<file path="src/rtl/single_to_ext_batch_sequencer_pkg.sv">
// Shared widths, state type and helpers for the single->extended-single batch sequencer.
package single_to_ext_batch_sequencer_pkg;

    localparam int unsigned SINGLE          = 32;
    localparam int unsigned EXTENDED_SINGLE = 43;
    localparam int unsigned CONV_LAT_DFLT   = 2;
    localparam int unsigned IDX_MAX_W       = 5;

    typedef enum logic [1:0] {
        S_IDLE,
        S_ISSUE,
        S_DRAIN,
        S_PUBLISH
    } seq_state_t;

    // Index of the lowest set bit; 0 when no bit is set.
    function automatic logic [IDX_MAX_W-1:0] lsb_idx(input logic [31:0] m);
        lsb_idx = '0;
        for (int i = 31; i >= 0; i--) begin
            if (m[i]) lsb_idx = IDX_MAX_W'(i);
        end
    endfunction

endpackage

</file>
<file path="src/rtl/single_to_ext_batch_sequencer_if.sv">
// Bus bundle between the batch sequencer, its client and the external converter.
// SEQ_CH_MASK_EN adds the per-batch channel mask.
interface single_to_ext_batch_sequencer_if
    import single_to_ext_batch_sequencer_pkg::*;
#(
    parameter int unsigned N_CH = 8
);
    logic                            sta;
    logic [N_CH*SINGLE-1:0]          x_bus;
    logic [SINGLE-1:0]               conv_x;
    logic [EXTENDED_SINGLE-1:0]      conv_y;
    logic [N_CH*EXTENDED_SINGLE-1:0] y_bus;
    logic                            done_sig;
    logic                            busy;
    logic                            overrun;
`ifdef SEQ_CH_MASK_EN
    logic [N_CH-1:0]                 ch_mask;

    modport master (output sta, x_bus, conv_y, ch_mask,
                    input  conv_x, y_bus, done_sig, busy, overrun);
    modport slave  (input  sta, x_bus, conv_y, ch_mask,
                    output conv_x, y_bus, done_sig, busy, overrun);
`else
    modport master (output sta, x_bus, conv_y,
                    input  conv_x, y_bus, done_sig, busy, overrun);
    modport slave  (input  sta, x_bus, conv_y,
                    output conv_x, y_bus, done_sig, busy, overrun);
`endif
endinterface

</file>
<file path="src/rtl/single_to_ext_batch_sequencer_conv_tag_pipe.sv">
// Tag shift register tracking which result slot each converter output belongs to.
module conv_tag_pipe #(
    parameter int unsigned DEPTH = 2,
    parameter int unsigned IW    = 3
) (
    input  logic          clk,
    input  logic          rst,
    input  logic          push_valid,
    input  logic [IW-1:0] push_idx,
    output logic          tail_valid,
    output logic [IW-1:0] tail_idx,
    output logic          any_valid_c
);
    logic [DEPTH-1:0] vld_q;
    logic [IW-1:0]    idx_q [DEPTH];

    always_ff @(posedge clk or negedge rst) begin
        if (!rst) begin
            vld_q <= '0;
            for (int i = 0; i < int'(DEPTH); i++) idx_q[i] <= '0;
        end else begin
            vld_q[0] <= push_valid;
            idx_q[0] <= push_idx;
            for (int i = 1; i < int'(DEPTH); i++) begin
                vld_q[i] <= vld_q[i-1];
                idx_q[i] <= idx_q[i-1];
            end
        end
    end

    // Valid tags still in flight after the tail is consumed this cycle.
    always_comb begin
        any_valid_c = 1'b0;
        for (int i = 0; i < int'(DEPTH) - 1; i++) any_valid_c = any_valid_c | vld_q[i];
    end

    assign tail_valid = vld_q[DEPTH-1];
    assign tail_idx   = idx_q[DEPTH-1];

endmodule

</file>
<file path="src/rtl/single_to_ext_batch_sequencer.sv">
// Snapshots N_CH singles, streams them through the external converter, publishes the bank atomically.
// SEQ_CH_MASK_EN enables skipping channels via ch_mask.
module single_to_ext_batch_sequencer
    import single_to_ext_batch_sequencer_pkg::*;
#(
    parameter int unsigned N_CH     = 8,
    parameter int unsigned CONV_LAT = CONV_LAT_DFLT
) (
    input logic                            clk,
    input logic                            rst,
    single_to_ext_batch_sequencer_if.slave bus
);
    localparam int unsigned SW = SINGLE;
    localparam int unsigned EW = EXTENDED_SINGLE;
    localparam int unsigned IW = (N_CH > 1) ? $clog2(N_CH) : 1;

    seq_state_t           state_q, state_d;
    logic [N_CH*SW-1:0]   shadow_q, shadow_d;
    logic [N_CH*EW-1:0]   res_q, res_d;
    logic [N_CH*EW-1:0]   y_q, y_d;
    logic [N_CH-1:0]      pend_q, pend_d;
    logic [N_CH-1:0]      mask_in;
    logic [IW-1:0]        cnt_q, cnt_d;
    logic [SW-1:0]        conv_x_q, conv_x_d;
    logic                 done_q, done_d;
    logic                 busy_q, busy_d;
    logic                 overrun_q, overrun_d;
    logic                 push_valid;
    logic                 tail_valid;
    logic                 any_valid_c;
    logic [IW-1:0]        tail_idx;
    logic [IDX_MAX_W-1:0] first_idx, next_idx;

`ifdef SEQ_CH_MASK_EN
    assign mask_in = bus.ch_mask;
`else
    assign mask_in = '1;
`endif

    assign first_idx = lsb_idx(32'(mask_in));
    assign next_idx  = lsb_idx(32'(pend_q));

    conv_tag_pipe #(.DEPTH(CONV_LAT), .IW(IW)) u_tag_pipe (
        .clk        (clk),
        .rst        (rst),
        .push_valid (push_valid),
        .push_idx   (cnt_q),
        .tail_valid (tail_valid),
        .tail_idx   (tail_idx),
        .any_valid_c(any_valid_c)
    );

    // conv_x is preloaded one cycle ahead so channel k sits on it while its tag is pushed.
    always_comb begin
        state_d    = state_q;
        shadow_d   = shadow_q;
        res_d      = res_q;
        y_d        = y_q;
        pend_d     = pend_q;
        cnt_d      = cnt_q;
        conv_x_d   = conv_x_q;
        done_d     = 1'b0;
        busy_d     = busy_q;
        overrun_d  = overrun_q;
        push_valid = 1'b0;

        if (tail_valid) res_d[32'(tail_idx)*EW +: EW] = bus.conv_y;
        if (bus.sta && busy_q) overrun_d = 1'b1;

        case (state_q)
            S_IDLE: begin
                if (bus.sta) begin
                    shadow_d = bus.x_bus;
                    busy_d   = 1'b1;
                    if (mask_in == '0) begin
                        state_d = S_PUBLISH;
                        done_d  = 1'b1;
                        y_d     = res_d;
                    end else begin
                        cnt_d    = IW'(first_idx);
                        pend_d   = mask_in & ~(N_CH'(1) << first_idx);
                        conv_x_d = bus.x_bus[32'(first_idx)*SW +: SW];
                        state_d  = S_ISSUE;
                    end
                end
            end
            S_ISSUE: begin
                push_valid = 1'b1;
                if (pend_q == '0) begin
                    state_d = S_DRAIN;
                end else begin
                    cnt_d    = IW'(next_idx);
                    pend_d   = pend_q & ~(N_CH'(1) << next_idx);
                    conv_x_d = shadow_q[32'(next_idx)*SW +: SW];
                end
            end
            S_DRAIN: begin
                if (!any_valid_c) begin
                    state_d = S_PUBLISH;
                    done_d  = 1'b1;
                    y_d     = res_d;
                end
            end
            S_PUBLISH: begin
                state_d = S_IDLE;
                busy_d  = 1'b0;
            end
            default: state_d = S_IDLE;
        endcase
    end

    always_ff @(posedge clk or negedge rst) begin
        if (!rst) begin
            state_q   <= S_IDLE;
            shadow_q  <= '0;
            res_q     <= '0;
            y_q       <= '0;
            pend_q    <= '0;
            cnt_q     <= '0;
            conv_x_q  <= '0;
            done_q    <= 1'b0;
            busy_q    <= 1'b0;
            overrun_q <= 1'b0;
        end else begin
            state_q   <= state_d;
            shadow_q  <= shadow_d;
            res_q     <= res_d;
            y_q       <= y_d;
            pend_q    <= pend_d;
            cnt_q     <= cnt_d;
            conv_x_q  <= conv_x_d;
            done_q    <= done_d;
            busy_q    <= busy_d;
            overrun_q <= overrun_d;
        end
    end

    assign bus.conv_x   = conv_x_q;
    assign bus.y_bus    = y_q;
    assign bus.done_sig = done_q;
    assign bus.busy     = busy_q;
    assign bus.overrun  = overrun_q;

endmodule

</file>
<file path="src/flat_wrapper.sv">
// flat-port wrapper written by rule: the top's interface ports become plain ports
module single_to_ext_batch_sequencer_flat import single_to_ext_batch_sequencer_pkg::*;
#(
    parameter int unsigned N_CH     = 8,
    parameter int unsigned CONV_LAT = CONV_LAT_DFLT
)
  (clk, rst, bus_sta, bus_x_bus, bus_conv_y, bus_conv_x, bus_y_bus, bus_done_sig, bus_busy, bus_overrun);
  single_to_ext_batch_sequencer_if #(.N_CH(N_CH)) bus_i ();
  input logic clk;
  input logic rst;
  input wire logic [$bits(bus_i.sta)-1:0] bus_sta;
  input wire logic [$bits(bus_i.x_bus)-1:0] bus_x_bus;
  input wire logic [$bits(bus_i.conv_y)-1:0] bus_conv_y;
  output wire logic [$bits(bus_i.conv_x)-1:0] bus_conv_x;
  output wire logic [$bits(bus_i.y_bus)-1:0] bus_y_bus;
  output wire logic [$bits(bus_i.done_sig)-1:0] bus_done_sig;
  output wire logic [$bits(bus_i.busy)-1:0] bus_busy;
  output wire logic [$bits(bus_i.overrun)-1:0] bus_overrun;
  assign bus_i.sta = bus_sta;
  assign bus_i.x_bus = bus_x_bus;
  assign bus_i.conv_y = bus_conv_y;
  assign bus_conv_x = bus_i.conv_x;
  assign bus_y_bus = bus_i.y_bus;
  assign bus_done_sig = bus_i.done_sig;
  assign bus_busy = bus_i.busy;
  assign bus_overrun = bus_i.overrun;
  single_to_ext_batch_sequencer #(.N_CH(N_CH), .CONV_LAT(CONV_LAT)) u_core (.clk(clk), .rst(rst), .bus(bus_i));
endmodule
</file>
<file path="config.mk">
export PLATFORM = sky130hd
export DESIGN_NAME = single_to_ext_batch_sequencer_flat
export DESIGN_NICKNAME = d
export VERILOG_FILES = /design/src/rtl/single_to_ext_batch_sequencer_pkg.sv /design/src/rtl/single_to_ext_batch_sequencer_if.sv /design/src/rtl/single_to_ext_batch_sequencer_conv_tag_pipe.sv /design/src/rtl/single_to_ext_batch_sequencer.sv /design/src/flat_wrapper.sv
export SDC_FILE = /design/constraint.sdc
export NUM_CORES = 2
export LEC_CHECK = 0
export CORE_MARGIN = 3
export CORE_UTILIZATION = 40
export DETAILED_ROUTE_END_ITERATION = 8
export PLACE_DENSITY_LB_ADDON = 0.3
export SETUP_SLACK_MARGIN = 0.1
export SLEW_MARGIN = 10
export SYNTH_ARGS = -nofsm -noshare
export SYNTH_HDL_FRONTEND = slang
export SYNTH_SLANG_ARGS = --single-unit
</file>
<file path="constraint.sdc">
create_clock -name clk -period 4 [get_ports clk]
set_clock_uncertainty 0.15 [all_clocks]
set_input_delay 0.8 -clock clk [delete_from_list [all_inputs] [get_ports clk]]
set_output_delay 0.8 -clock clk [all_outputs]
set_load 0.02 [all_outputs]
</file>
; ---- Word level (Yosys, flattened, before mapping)
; Index checks and enable logic that the tools add are counted.
[classes]
n_addsub = 1
mul = 1
eq_ne = 7
shifts = 4
n_mux = 28
n_bitwise = 3
reduce_logical = 10
[op_table]
columns = operator, count
row1 = $bwmux 344, 1
row2 = $mux 344, 1
row3 = $shift 43x34->344 const A, 1
row4 = $shiftx 43x34->344, 1
row5 = $shiftx 256x11->32, 1
row6 = $mux 32, 2
row7 = $pmux 32 s2, 1
row8 = $mux 5, 7
row9 = $neg 9->34, 1
row10 = $mux 8, 2
row11 = $pmux 8 s2, 1
row12 = $mul 3x6->9 const B, 1
row13 = $mux 3, 3
row14 = $and 8x8->8, 1
row15 = $logic_not 8->1, 1
row16 = $not 8->8, 1
row17 = $pmux 2 s4, 1
row18 = $shl 1x5->8 const A, 1
row19 = $mux 2, 3
row20 = $ne 2x2->1 const B, 3
row21 = $pmux 3 s2, 1
row22 = $reduce_and 2->1, 3
row23 = $reduce_and 3->1, 2
row24 = $eq 2x2->1 const B, 2
row25 = 8 further kinds, 12
[word_totals]
regBits = 1000
in_bits = 302
wordCells = 67

; ---- Depth between registers and ports, before layout
[depth]
ltp_word = 13
ltp_mapped = 11
mapped_depth_nobuf = 8

; ---- By module
; From an unflattened synthesis, not the netlist that was laid out.
[hier_totals]
hier_cells = 3549
area_unflattened_um2 = 39283.9
[modules_own_cells]
columns = mod, instances, cells_per_inst, area_per_inst_um2, seq_area_each_um2
row1 = single_to_ext_batch_sequencer, 1, 3538, 39061.2, 24823.8
row2 = conv_tag_pipe, 1, 11, 222.7, 200.2

; ---- Least setup slack after synthesis
; Ideal clock, no wire load.
[synth_path]
path_kind = register to register
start = register u_core.pend_q[6]
end = register u_core.conv_x_q[5] (netlist: u_core.bus.conv_x[5])
arrival_time_ns = 2.091
required_ns = 3.724
setup_slack_ns = 1.633
path_stages_with_launch = 8
period_less_slack_ns = 2.367
cell_sequence = dfrtp_1 -> nand2b_1 -> a221oi_4 -> buf_6 -> mux2_4 -> a222oi_1 -> nor2_1 -> o32a_1
[synth_via]
elab_chain_len = 10
[synth_rtl]
columns = item, line
row1 = start: declaration, single_to_ext_batch_sequencer.sv:21  ; logic [N_CH-1:0] pend_q, pend_d;
row2 = start signal: assignment, single_to_ext_batch_sequencer.sv:129  ; pend_q <= pend_d;
row3 = $mux 5 (7 in a row), single_to_ext_batch_sequencer_pkg.sv:20  ; if (m[i]) lsb_idx = IDX_MAX_W'(i);
row4 = $shiftx 256x11->32, single_to_ext_batch_sequencer.sv:94  ; conv_x_d = shadow_q[32'(next_idx)*SW +: SW];
row5 = $mux 32, single_to_ext_batch_sequencer.sv:89  ; if (pend_q == '0) begin
row6 = $pmux 32 s2, single_to_ext_batch_sequencer.sv:70  ; case (state_q)
row7 = end signal: assignment, single_to_ext_batch_sequencer.sv:131  ; conv_x_q <= conv_x_d;
row8 = end: declaration, single_to_ext_batch_sequencer.sv:24  ; logic [SW-1:0] conv_x_q, conv_x_d;
; Several ways; a longest one is shown, not always the timed one. The select of a mux whose other input is x is not followed.
; A chain may end at the register's enable or synchronous reset.

; ---- Worst setup path in the final report
[layout_path]
start = register u_core.u_tag_pipe.idx_q, in the netlist u_core.u_tag_pipe.tail_idx[0]
end = register u_core.y_q[164] (netlist: u_core.bus.y_bus[164])
[layout_via]
elab_chain_len = 5
[layout_rtl]
columns = item, line
row1 = start: declaration, single_to_ext_batch_sequencer_conv_tag_pipe.sv:15  ; logic [IW-1:0] idx_q [DEPTH];
row2 = start signal: indexed assignment, single_to_ext_batch_sequencer_conv_tag_pipe.sv:26  ; idx_q[i] <= idx_q[i-1];
row3 = $mul 3x6->9 (*), single_to_ext_batch_sequencer.sv:67  ; if (tail_valid) res_d[32'(tail_idx)*EW +: EW] = bus.conv_y;
row4 = $neg 9->34 (*), single_to_ext_batch_sequencer.sv:67
row5 = $shiftx 43x34->344 / $shift 43x34->344 (equally long branches), single_to_ext_batch_sequencer.sv:67
row6 = $bwmux 344 (*), single_to_ext_batch_sequencer.sv:67
row7 = $mux 344 (*), single_to_ext_batch_sequencer.sv:67
row8 = via u_core.res_d[164], single_to_ext_batch_sequencer.sv:19  ; logic [N_CH*EW-1:0] res_q, res_d;
row9 = end signal: assignment, single_to_ext_batch_sequencer.sv:128  ; y_q <= y_d;
row10 = end: declaration, single_to_ext_batch_sequencer.sv:20  ; logic [N_CH*EW-1:0] y_q, y_d;
; The timed path passes the listed nets; every way through them passes the cells marked *.

==> flow_summary.ini <==
[global_routing]
grt_antenna_before_repair = 18
grt_pass1_wl_mm = 181
grt_pass1_vias = 28600
grt_use_total = 0.233
grt_max_degree = 203
gr-total-overflow = 0

[yosys]
synthTopCellsByArea = dfrtp_1 (64%), nand2_1 (13%), mux2_2 (12%), o21ai_0 (3.1%), clkbuf_1 (1.5%)
yosys.cell_types.count = 41
synth_top_family_by_area = multiplexers
yosys_warnings = 0
async_flop_share = 1.00
seq_area_frac_synth = 0.638
synth_common_cells = nand2_1 (1306), dfrtp_1 (1000), mux2_2 (428), o21ai_0 (243), clkbuf_1 (154)
synth_top_cell_by_area = dfrtp_1
syn_area_um2 = 39200
synth_edf_count = 0
yosysTopAreaCellShare = 0.638
synth_fa_ha_area_frac = 0.00223
syn_area_per_cell_um2 = 11.2
yosys.area_share.xor_xnor = 0.000447
synth.mux.area_fraction = 0.142
synth-simple-area-share = 0.137
syn-num-nets = 3802
synth_compound_area_frac = 0.0569
synth-main-ff-cell = dfrtp_1
synth_most_common_cell = nand2_1
synth-seq-cells = 1000
synth_cells = 3493

[drt]
viasPerCell = 5.10
wire_per_inst_um = 21.8
drt-initial-drc-count = 2373
wirelength_mm = 120
drtPass1Iterations = 6
drc = 0
ant_nets = 0
via_count = 28000

[placement]
place.gp.congestion = 0.835
io_buffers = 680
post-dp-hpwl_mm = 81.0
dp_cells = 5294

[min_path]
hold_start = u_core.u_tag_pipe.idx_q[5]
hp-class = reg -> reg

[power]
p_clk_frac = 0.236
power_leakage_uw = 0.0237
power.share.sequential = 0.376
switching_power_uw = 16300
p_comb_frac = 0.388
total_power_uw = 45000
swShare = 0.361
power-per-cell-area_nw_per_um2 = 877
ir_worst_vdd_v = 0.000633
p_int_uw = 28800

[floorplan]
die_h_um = 319
start_util = 0.404
dieArea_um2 = 102000
std_cell_rows = 114
ios = 681
die_width_um = 319
core_area_um2 = 97000

[finish]
area_growth_pct = 31.1
seq_area_um2 = 25000
drive_above_1_share = 0.166
fin_nets = 4437
final_cells = 5498
multi_input_area_um2 = 13400
fillers = 8491

[cts]
insertion_delay_ns = 0.69
cts_setup_buffers = 0
clock_path_buffers = 3
clkSinkCount = 1000
htreeDepth = 3
root_buffer = clkbuf_16
clkTransAtPathRegs_ns = 0.06
numCtsBuffers = 107
ctsHoldBuffers = 1
tritoncts = done
cts_resized = 0

[critical_path]
ff2ff_setup_slack_ns = 0.86
crit_start = u_core.u_tag_pipe.tail_idx[0]
crit_cells = 8
cp_slowest_cell = nand3_4
r2r_end = u_core.bus.y_bus[164]
end_kind = register
cpMostUsedCell = nand2_1
cp_slowest_stage_delay_ns = 0.64
arrival_ns = 3.61
r2r_cells = 8
path_class = reg -> reg
crit_family = simple AND/OR/NAND/NOR gates
critical_path_required_ns = 4.47
crit_end = u_core.bus.y_bus[164]
worst_setup_path_start_kind = register
timing.rr.start = u_core.u_tag_pipe.tail_idx[0]
crit_buf_inv = 2
path_cells = inv_1 -> ha_1 -> xnor2_1 -> nand3_4 -> buf_4 -> o21ai_0 -> nand2_1 -> nand2_1
path_max_fanout = 63

[run_status]
outcome = finished clean

[timing]
tightest_slew_ns = 1.07
fin_crit_ns = 3.14
layout_worst_path_cycle_share = 0.784
setup_tns_ns = 0
rsz0062_at_grt = false
max_slew_margin = 0.289
report.final.slew_viol_count = 0
fmax_mhz = 319
setup_viol = 0
report.final.hold_viol_count = 0

[job]
maxCapViolCount = 0
[kinds of logic after synthesis]
kind of cell,count (synthesis)
AND/OR/NAND/NOR,1411
flip-flops,1000
multiplexers,493
AO/OA/AOI/OAI,355
buffers and inverters,225
adder cells (fa/ha/maj),7
XOR/XNOR,2
[stage by stage]
stage | util | hold WS (ns) | area, um2 | setup slack [ns]
2_1_floorplan | - | 0.181 | 39200 | 1.63
3_3_place_gp | 0.490 | 0.188 | 47500 | 0.914
3_5_place_dp | 0.490 | 0.193 | 47500 | 0.871
4_1_cts | 0.530 | 0.205 | 51400 | 0.834
5_1_grt | 0.530 | 0.214 | 51400 | 0.640
6_report | 0.530 | 0.199 | 51400 | 0.862
[layer usage]
layer,global-route usage,vias to the layer above,share of wire
li1,-,12900,-
met1,0.295,14100,0.40
met2,0.391,874,0.49
met3,0.0589,208,0.069
met4,0.0757,22,0.032
met5,0,-,0.0011
[power by group through the flow]
stage	logic [uW]	clock network (uW)	registers, uW
floorplan	8610	0	18400
global placement	17300	0	16900
detailed placement	17600	0	17100
CTS	17700	10800	16900
global route	19000	11300	17400
finish	17500	10600	16900
[worst min path at each step]
stage,endpoint,slack (ns),cells after the start
detailed placement,u_core.u_tag_pipe.tail_idx[2],0.19,0
CTS,u_core.u_tag_pipe.tail_idx[2],0.20,0
floorplan,u_core.u_tag_pipe.tail_idx[0],0.18,0
global route,u_core.u_tag_pipe.tail_idx[0],0.21,0
finish,u_core.u_tag_pipe.tail_idx[2],0.20,0
global placement,u_core.u_tag_pipe.tail_idx[2],0.19,0
[flip-flops by register name, indices dropped and copies added (netlist names), 2 cells and up]
signal                      flops
u_core.cnt_q                    3
u_core.bus.conv_x              32
u_core.state_q                  2
u_core.u_tag_pipe.vld_q         2
u_core.u_tag_pipe.idx_q         3
u_core.u_tag_pipe.tail_idx      3
u_core.shadow_q               256
u_core.res_q                  344
u_core.pend_q                   8
u_core.bus.y_bus              344
[placed cells by master, fill, tap and decap left out, types with 20 or more instances in the layout]
cell             count
clkbuf_8            30
o32a_1              33
nor2_1              70
o21ai_0            243
a22oi_1             32
dfrtp_1           1000
nand2_1           1305
mux2_1              20
mux2i_1             33
a222oi_1            32
clkdlybuf4s50_1    679
clkbuf_16          107
mux2_2             428
buf_4               39
[worst register-to-register path, stage by stage, from the launching register on]
cell and delay, ns:
dfrtp_1 0.40, inv_1 0.12, ha_1 0.33, xnor2_1 0.45, nand3_4 0.64, buf_4 0.54
o21ai_0 0.28, nand2_1 0.10, nand2_1 0.07
[layout make-up]
class	count	share of cell area
sequential	1000	0.487
inverter	13	0.00110
timing repair buffer	738	0.145
antenna	5	0.000244
tap	1276	0.0311
clock buffer	155	0.0615
multi-input combinational	2268	0.261
clock inverter	43	0.0130
Power figures use the tool's default switching activity.
